## src/rtl/l1i_miss_handler.sv

```systemverilog
// l1i_miss_handler: queues L1I misses, fetches two consecutive lines per miss and returns them as one update pulse
module l1i_miss_handler #(
    parameter int fetchingAddressWidth = 64,
    parameter int cacheLineWith = 512,
    parameter int offsetWidth = 6,
    parameter int PidSize = 20,
    parameter int TidSize = 16,
    parameter int instructionCounterWidth = 64,
    parameter int missQueueDepth = 4
) (
    input  logic                               clock_i,
    input  logic                               reset_i,
    input  logic                               cacheMiss_i,
    input  logic [fetchingAddressWidth-1:0]    missedAddress_i,
    input  logic [instructionCounterWidth-1:0] missedInstMajorId_i,
    input  logic [PidSize-1:0]                 missedPid_i,
    input  logic [TidSize-1:0]                 missedTid_i,
    output logic                               missQueueFull_o,
    output logic                               memReqValid_o,
    input  logic                               memReqReady_i,
    output logic [fetchingAddressWidth-1:0]    memReqAddress_o,
    input  logic                               memRespValid_i,
    input  logic [cacheLineWith-1:0]           memRespLine_i,
    output logic                               cacheUpdate_o,
    output logic [fetchingAddressWidth-1:0]    cacheUpdateAddress_o,
    output logic [PidSize-1:0]                 cacheUpdatePid_o,
    output logic [TidSize-1:0]                 cacheUpdateTid_o,
    output logic [instructionCounterWidth-1:0] cacheUpdateInstMajorId_o,
    output logic [cacheLineWith-1:0]           cacheUpdateLine1_o,
    output logic [cacheLineWith-1:0]           cacheUpdateLine2_o
);
    localparam int ptrW = missQueueDepth > 1 ? $clog2(missQueueDepth) : 1;
    localparam logic [ptrW:0] depthCnt = (ptrW+1)'(missQueueDepth);
    localparam logic [fetchingAddressWidth-1:0] lineMask =
        {{(fetchingAddressWidth-offsetWidth){1'b1}}, {offsetWidth{1'b0}}};
    localparam logic [fetchingAddressWidth-1:0] lineStep =
        {{(fetchingAddressWidth-1){1'b0}}, 1'b1} << offsetWidth;

    typedef enum logic [2:0] {IDLE, REQ1, WAIT1, REQ2, WAIT2, UPDATE} stateT;
    stateT state, stateNext;

    logic [fetchingAddressWidth-1:0]    addrQ [missQueueDepth];
    logic [instructionCounterWidth-1:0] idQ   [missQueueDepth];
    logic [PidSize-1:0]                 pidQ  [missQueueDepth];
    logic [TidSize-1:0]                 tidQ  [missQueueDepth];
    logic [ptrW-1:0] rdPtr, wrPtr;
    logic [ptrW:0] count, countNext;
    logic dup, push, pop;
    logic [fetchingAddressWidth-1:0] headBase;

    // The head stays valid until UPDATE, so a miss to the line being refilled is also suppressed
    always_comb begin
        dup = 1'b0;
        for (int i = 0; i < missQueueDepth; i++)
            if ({1'b0, ptrW'(i) - rdPtr} < count && pidQ[i] == missedPid_i &&
                (addrQ[i] & lineMask) == (missedAddress_i & lineMask))
                dup = 1'b1;
    end

    assign push = cacheMiss_i && count != depthCnt && !dup;
    assign pop = state == UPDATE;
    assign countNext = count + (ptrW+1)'(push) - (ptrW+1)'(pop);
    assign headBase = addrQ[rdPtr] & lineMask;

    always_comb begin
        stateNext = state;
        case (state)
            IDLE:    stateNext = count != '0 ? REQ1 : IDLE;
            REQ1:    stateNext = memReqReady_i ? WAIT1 : REQ1;
            WAIT1:   stateNext = memRespValid_i ? REQ2 : WAIT1;
            REQ2:    stateNext = memReqReady_i ? WAIT2 : REQ2;
            WAIT2:   stateNext = memRespValid_i ? UPDATE : WAIT2;
            default: stateNext = IDLE;
        endcase
    end

    always_ff @(posedge clock_i)
        if (push) begin
            addrQ[wrPtr] <= missedAddress_i;
            idQ[wrPtr] <= missedInstMajorId_i;
            pidQ[wrPtr] <= missedPid_i;
            tidQ[wrPtr] <= missedTid_i;
        end

    always_ff @(posedge clock_i or posedge reset_i)
        if (reset_i) begin
            state <= IDLE;
            rdPtr <= '0;
            wrPtr <= '0;
            count <= '0;
            missQueueFull_o <= 1'b0;
            memReqValid_o <= 1'b0;
            memReqAddress_o <= '0;
            cacheUpdate_o <= 1'b0;
            cacheUpdateAddress_o <= '0;
            cacheUpdatePid_o <= '0;
            cacheUpdateTid_o <= '0;
            cacheUpdateInstMajorId_o <= '0;
            cacheUpdateLine1_o <= '0;
            cacheUpdateLine2_o <= '0;
        end else begin
            state <= stateNext;
            wrPtr <= wrPtr + ptrW'(push);
            rdPtr <= rdPtr + ptrW'(pop);
            count <= countNext;
            missQueueFull_o <= countNext == depthCnt;
            memReqValid_o <= stateNext == REQ1 || stateNext == REQ2;
            memReqAddress_o <= stateNext == REQ1 ? headBase :
                               stateNext == REQ2 ? headBase + lineStep : memReqAddress_o;
            cacheUpdate_o <= state == WAIT2 && memRespValid_i;
            if (state == WAIT1 && memRespValid_i)
                cacheUpdateLine1_o <= memRespLine_i;
            if (state == WAIT2 && memRespValid_i) begin
                cacheUpdateLine2_o <= memRespLine_i;
                cacheUpdateAddress_o <= addrQ[rdPtr];
                cacheUpdatePid_o <= pidQ[rdPtr];
                cacheUpdateTid_o <= tidQ[rdPtr];
                cacheUpdateInstMajorId_o <= idQ[rdPtr];
            end
        end
endmodule

```

## config.mk

```make
export PLATFORM = sky130hd
export DESIGN_NAME = l1i_miss_handler
export DESIGN_NICKNAME = d
export VERILOG_FILES = /design/src/rtl/l1i_miss_handler.sv
export SDC_FILE = /design/constraint.sdc
export NUM_CORES = 2
export LEC_CHECK = 0
export CORE_AREA = 2 2 762 764
export CTS_BUF_LIST = sky130_fd_sc_hd__clkbuf_8
export DETAILED_ROUTE_END_ITERATION = 10
export DIE_AREA = 0 0 764 766
export PLACE_DENSITY = 0.32
export RECOVER_POWER = 50
export SYNTH_ARGS = -nofsm -noshare
export SYNTH_HDL_FRONTEND = slang
export SYNTH_SLANG_ARGS = --single-unit
```

## constraint.sdc

```tcl
create_clock -name clock_i -period 44.7 [get_ports clock_i]
set_input_delay 6.705 -clock clock_i [delete_from_list [all_inputs] [get_ports clock_i]]
set_output_delay 6.705 -clock clock_i [all_outputs]
set_load 0.05 [all_outputs]
```

---- After elaboration in Yosys (flattened, before gate mapping) ----
Memory sizes are Yosys's and may differ from the RTL's. A register that Yosys moved wholly into a read port is not among the register bits.
Cells that the tools add are included.
word-level totals
  flip-flop bits (word level) ............. 1165
  RAM bits ................................ 656
  input bits .............................. 681
  output and inout port bits .............. 1255
  logic and storage cells ................. 76
  memories ................................ 4
memory list
  memory  depth  width  rd ports  clocked after Yosys merged registers in  write ports  line  text
  addrQ   4      64     5         0                                        1            42    logic [fetchingAddressWidth-1:0] addrQ [missQueueDepth];
  idQ     4      64     1         1                                        1            43    logic [instructionCounterWidth-1:0] idQ [missQueueDepth];
  pidQ    4      20     5         1                                        1            44    logic [PidSize-1:0] pidQ [missQueueDepth];
  tidQ    4      16     1         1                                        1            45    logic [TidSize-1:0] tidQ [missQueueDepth];
operators by class
  $add $sub $neg .......................... 9
  order comparisons ....................... 4
  eq/ne operators ......................... 17
  multiplexer cells ....................... 14
  reduce and logical (&&, ||, !) cells .... 17
operators by type and width
  cell                                                 count
  equality test 58 bit                                 4
  two-way mux 64 bit                                   2
  equality test 20 bit                                 4
  adder 64 x 7 -> 64 bit, second input constant        1
  one-hot mux 3 bit (5 select lines)                   1
  logical AND 1 bit                                    12
  less-than comparator 2 x 3 -> 1 bit                  4
  equality test 3 x 2 -> 1 bit, second input constant  3
  equality test 3 bit, second input constant           3
  two-way mux 1 bit                                    9
  equality test 3 x 1 -> 1 bit, second input constant  2
  adder 2 x 1 -> 2 bit                                 2
  subtractor 1 x 2 -> 2 bit, first input constant      2
  subtractor 2 bit, first input constant               2
  adder 3 x 1 -> 3 bit                                 1
  logical NOT 3 bit                                    1
  two-way mux 3 bit                                    1
  inequality test 3 bit, second input constant         1
  nonzero test 3 bit                                   1
  subtractor 3 x 1 -> 3 bit                            1
  two-way mux 2 bit                                    1
  nonzero test 2 bit                                   1
  logical NOT 1 bit                                    1
  logical OR 1 bit                                     1

---- Depth between registers and ports, before layout ----
  depth in word-level cells ............... 13
  mapped depth ............................ 22
  gate-level depth less buffers ........... 16

---- Worst setup path after synthesis ----
OpenSTA, ideal clock, no wires.
  kind .................................... input port to flip-flop
  start ................................... in missedAddress_i[9]
  end ..................................... mem addrQ[2][0], enable pin
  setup time .............................. 1.146 ns
  data arrival time ....................... 24.050 ns
  data required time ...................... 43.554 ns
  path slack .............................. 19.505 ns
  cell stages on the path ................. 7
  path buffers ............................ 0
  cell sequence ........................... xor2_1 nor4_1 o211ai_1 nor4_1 nand4_1 nand4_1 nor4b_1
between the ends
  word-level cells in the longest chain between the ends .. 10
RTL lines
  what                                         line  text
  from (decl)                                  14    input logic [fetchingAddressWidth-1:0] missedAddress_i,
  equality test 58 bit                         56    (addrQ[i] & lineMask) == (missedAddress_i & lineMask))
  logical AND 1 bit                            55    if ({1'b0, ptrW'(i) - rdPtr} < count && pidQ[i] == missedPid_i &&
  two-way mux 1 bit (3 in a row)               55
  two-way mux 1 bit (*)                        55
  logical NOT 1 bit (*)                        60    assign push = cacheMiss_i && count != depthCnt && !dup;
  logical AND 1 bit (*)                        60
  two-way mux 1 bit (*)                        78    if (push) begin
  two-way mux 1 bit (not written as such) (*)  79    addrQ[wrPtr] <= missedAddress_i;
  to (decl)                                    42
Every way passes the cells marked *; elsewhere a longest branch is shown, timed or not.

==> results.ini <==
[routing]
first_pass_iters=5
antenna_left=0
drtIter0Drc=3174
wire_per_inst_um=33.1
wl_mm=483
drcViolationCount=0
num_vias=50143
routed_via_density=3.43

[status]
status=complete, but fails checks
violations=capacitance limit, slew limit

[pwr]
powerDensity_nw_per_um2=88.3
p_sw_mw=4.79
swShare_pct=48.7
pwr-share-seq_pct=29.8
totalPowerFinal_mw=9.84
pwr-share-comb_pct=51.1
intPower_mw=5.05
p_leak_nw=42.1
clockPowerShare_pct=19.1
ir_drop_mv=0.0421

[run]
cap_violations=44

[clock_network]
cts_hold_buf=0
clk_pin_slew_worst_paths_ns=0.06
htree_levels=5
cts_buffer_depth=4
cts.sinks=1915
clkLatencyLatePin_ns=1.19
post-cts-setup-buffers=0
postCtsResizedCells=0
cts_root_buf=clkbuf_8
numCtsBuffers=393
cts_tree=built

[worst_hold_path]
min_to=cacheUpdateLine1_o[439]
min_path_cells=1
hold_start=cacheUpdateLine1_o[439]
hp-class=flop to flop

[sta]
hold_viol=0
fin_hold_ws_ns=0.496
period_share_pct=56.7
timing.fmax_ghz=0.0395
tightestPinTransition_ns=8.36
period_needed_ns=25.34
skew_ns=0.126
slew_viol_final=1453
setup_viol=0
rsz0062_at_grt=false
slew_headroom_pct=-457
tns_ns=0

[logic_synthesis]
synthTopCellsByArea=dfrtp_1, edfxtp_1, mux2_2
ys_ff_latch=1915
synth_edf_count=656
synth-warning-count=0
synth_top_cell_by_area=dfrtp_1
ys.flop_type=dfrtp_1
post-synth-top-count-cell=dfrtp_1
synth_top_area_share_pct=42.1
synth-seq-area-share_pct=68.4
ys_async_sr_fraction_pct=65.7
ys_types=54
syn-cell-area_um2=74800
synth_cells=4243
netlist_top_cells_count=dfrtp_1, mux2_2, edfxtp_1
syn_area_per_cell_um2=17.6

[critical_path]
critical_path_arrival_ns=26.44
reg2reg_depth=11
timing.rr.start=state[2]
cp_max_fo=153
worst_setup_path_end_kind=async pin
critPathRequiredTime_ns=45.80
crit_type=input pin to async pin
r2r_end=cacheUpdateLine2_o[463]
start_kind=input pin
rrSetupSlack_ns=32.66

[grt]
use_met3_pct=7.06
grtUsageMet1_pct=18.9
grt_busiest_layer=met2
grt_pass1_wl_mm=604
grt_pass1_vias=51641
antenna_found_initial=365
grt_use_met2_pct=26.1
grt_overflow=0
grt_max_degree=154
track_usage_pct=15.9

[place]
post-dp-hpwl_mm=395
port_buffers=1929
place_congestion=0.892
placed_cells=13788

[cells_and_area]
nFillCells=62070
syn2layout_area_growth_pct=49.0
nNetsFinal=7147
drive_above_1_share_pct=29.1
finalNonFillerCells=14610

[floorplanning]
die-width_um=764
dieArea_um2=585000
start_util_pct=13.0
core_area_um2=576000
rows=279
die_y_um=766
ios=1936

==> cell type report <==
cell class	instances	area, µm²	share of cell area (%)
Sequential cell	1915	51200	45.9
Multi-Input combinational cell	2123	22800	20.4
Timing Repair Buffer	2004	19700	17.7
Tap cell	7727	9670	8.67
Clock buffer	462	6360	5.70
Clock inverter	246	1450	1.30
Antenna cell	114	285	0.256
Inverter	19	72.6	0.0651
==> stage by stage <==
step	setup WS (ns)	utilization, %	cell area, µm²
floorplan	2.52	-	74800
global placement	30.38	18.0	104000
detailed placement	30.31	18.0	104000
CTS	31.65	19.3	111000
global route	15.95	19.3	111000
finish	19.36	19.3	111000
==> worst max-delay path, cell delays in order <==
cell and delay [ns]:
dlygate4sd3_1 0.55, clkinvlp_2 1.50, clkbuf_1 5.78, clkbuf_1 6.24
clkbuf_1 2.68, buf_4 0.75, buf_4 0.70, buf_12 0.66
==> state kept, by name, summed over array words and instances (netlist names), 2 cells and up <==
| signal | flops |
|---|---|
| cacheUpdateLine1_o | 512 |
| cacheUpdateLine2_o | 512 |
| addrQ | 256 |
| idQ | 256 |
| pidQ | 80 |
| cacheUpdateAddress_o | 64 |
| cacheUpdateInstMajorId_o | 64 |
| tidQ | 64 |
| memReqAddress_o | 58 |
| cacheUpdatePid_o | 20 |
| cacheUpdateTid_o | 16 |
| count | 3 |
| state | 3 |
| rdPtr | 2 |
| wrPtr | 2 |
==> power by group through the flow <==
stage          clock, mW  sequential, mW  combinational [mW]
2_1_floorplan          0            4.82                1.08
3_3_place_gp           0            2.96                5.22
3_5_place_dp           0            2.99                5.22
4_1_cts             1.97            2.96                5.23
5_1_grt             2.04            3.02                5.22
6_report            1.88            2.93                5.03
==> worst max-delay path by stage <==
stage | start | end | slack, ns
2_1_floorplan | reset_i | cacheUpdateAddress_o[0] | 2.52
6_report | reset_i | cacheUpdateLine1_o[151] | 19.36
3_3_place_gp | memRespValid_i | cacheUpdateLine2_o[72] | 30.38
5_1_grt | reset_i | cacheUpdateLine1_o[151] | 15.95
3_5_place_dp | memRespValid_i | cacheUpdateLine2_o[94] | 30.31
4_1_cts | memRespValid_i | cacheUpdateLine2_o[94] | 31.65
==> per-layer routing <==
layer / up-vias / routed length (µm)
li1: 20470 / -
met1: 26144 / 192000
met2: 2436 / 223000
met3: 949 / 51200
met4: 144 / 16400
met5: - / 936
==> placed cells by master, fill, tap and decap left out, drive strengths merged, types with 2 or more instances in the layout <==
cell type | Yosys | final
clkbuf | 151 | 509
ha | 9 | 9
clkinvlp | 0 | 7
bufinv | 0 | 7
buf | 40 | 52
nand2 | 26 | 26
nor4b | 2 | 2
nor4 | 80 | 80
dfrtp | 1259 | 1259
clkdlybuf4s50 | 0 | 1134
and3 | 18 | 18
nor2 | 67 | 67
nand2b | 3 | 3
nand3 | 23 | 23
dlygate4sd3 | 0 | 771
or2 | 2 | 2
diode | 0 | 114
mux4 | 164 | 164
edfxtp | 656 | 656
and4 | 9 | 9
o211ai | 4 | 4
clkinv | 0 | 68
o22ai | 5 | 5
nand4 | 41 | 41
nor2b | 9 | 9
nor3 | 14 | 14
a21oi | 55 | 55
xnor2 | 68 | 68
xor2 | 298 | 298
nand4b | 2 | 2
a2111oi | 2 | 2
conb | 1 | 6
mux2 | 1197 | 1197
and2 | 7 | 7
inv | 19 | 183
==> cells by family (layout without fill, tap and decap cells) <==
group	count (synthesis)	after routing	synth area share [%]
multiplexers	1362	1362	23.0
other	1	120	0.00501
buffers and inverters	210	2731	1.22
AND/OR/NAND/NOR	308	308	2.39
flip-flops	1915	1915	68.4
adder cells (fa/ha/maj)	10	10	0.177
XOR/XNOR	366	366	4.28
AO/OA/AOI/OAI	71	71	0.530
Power figures use the tool's default switching activity.
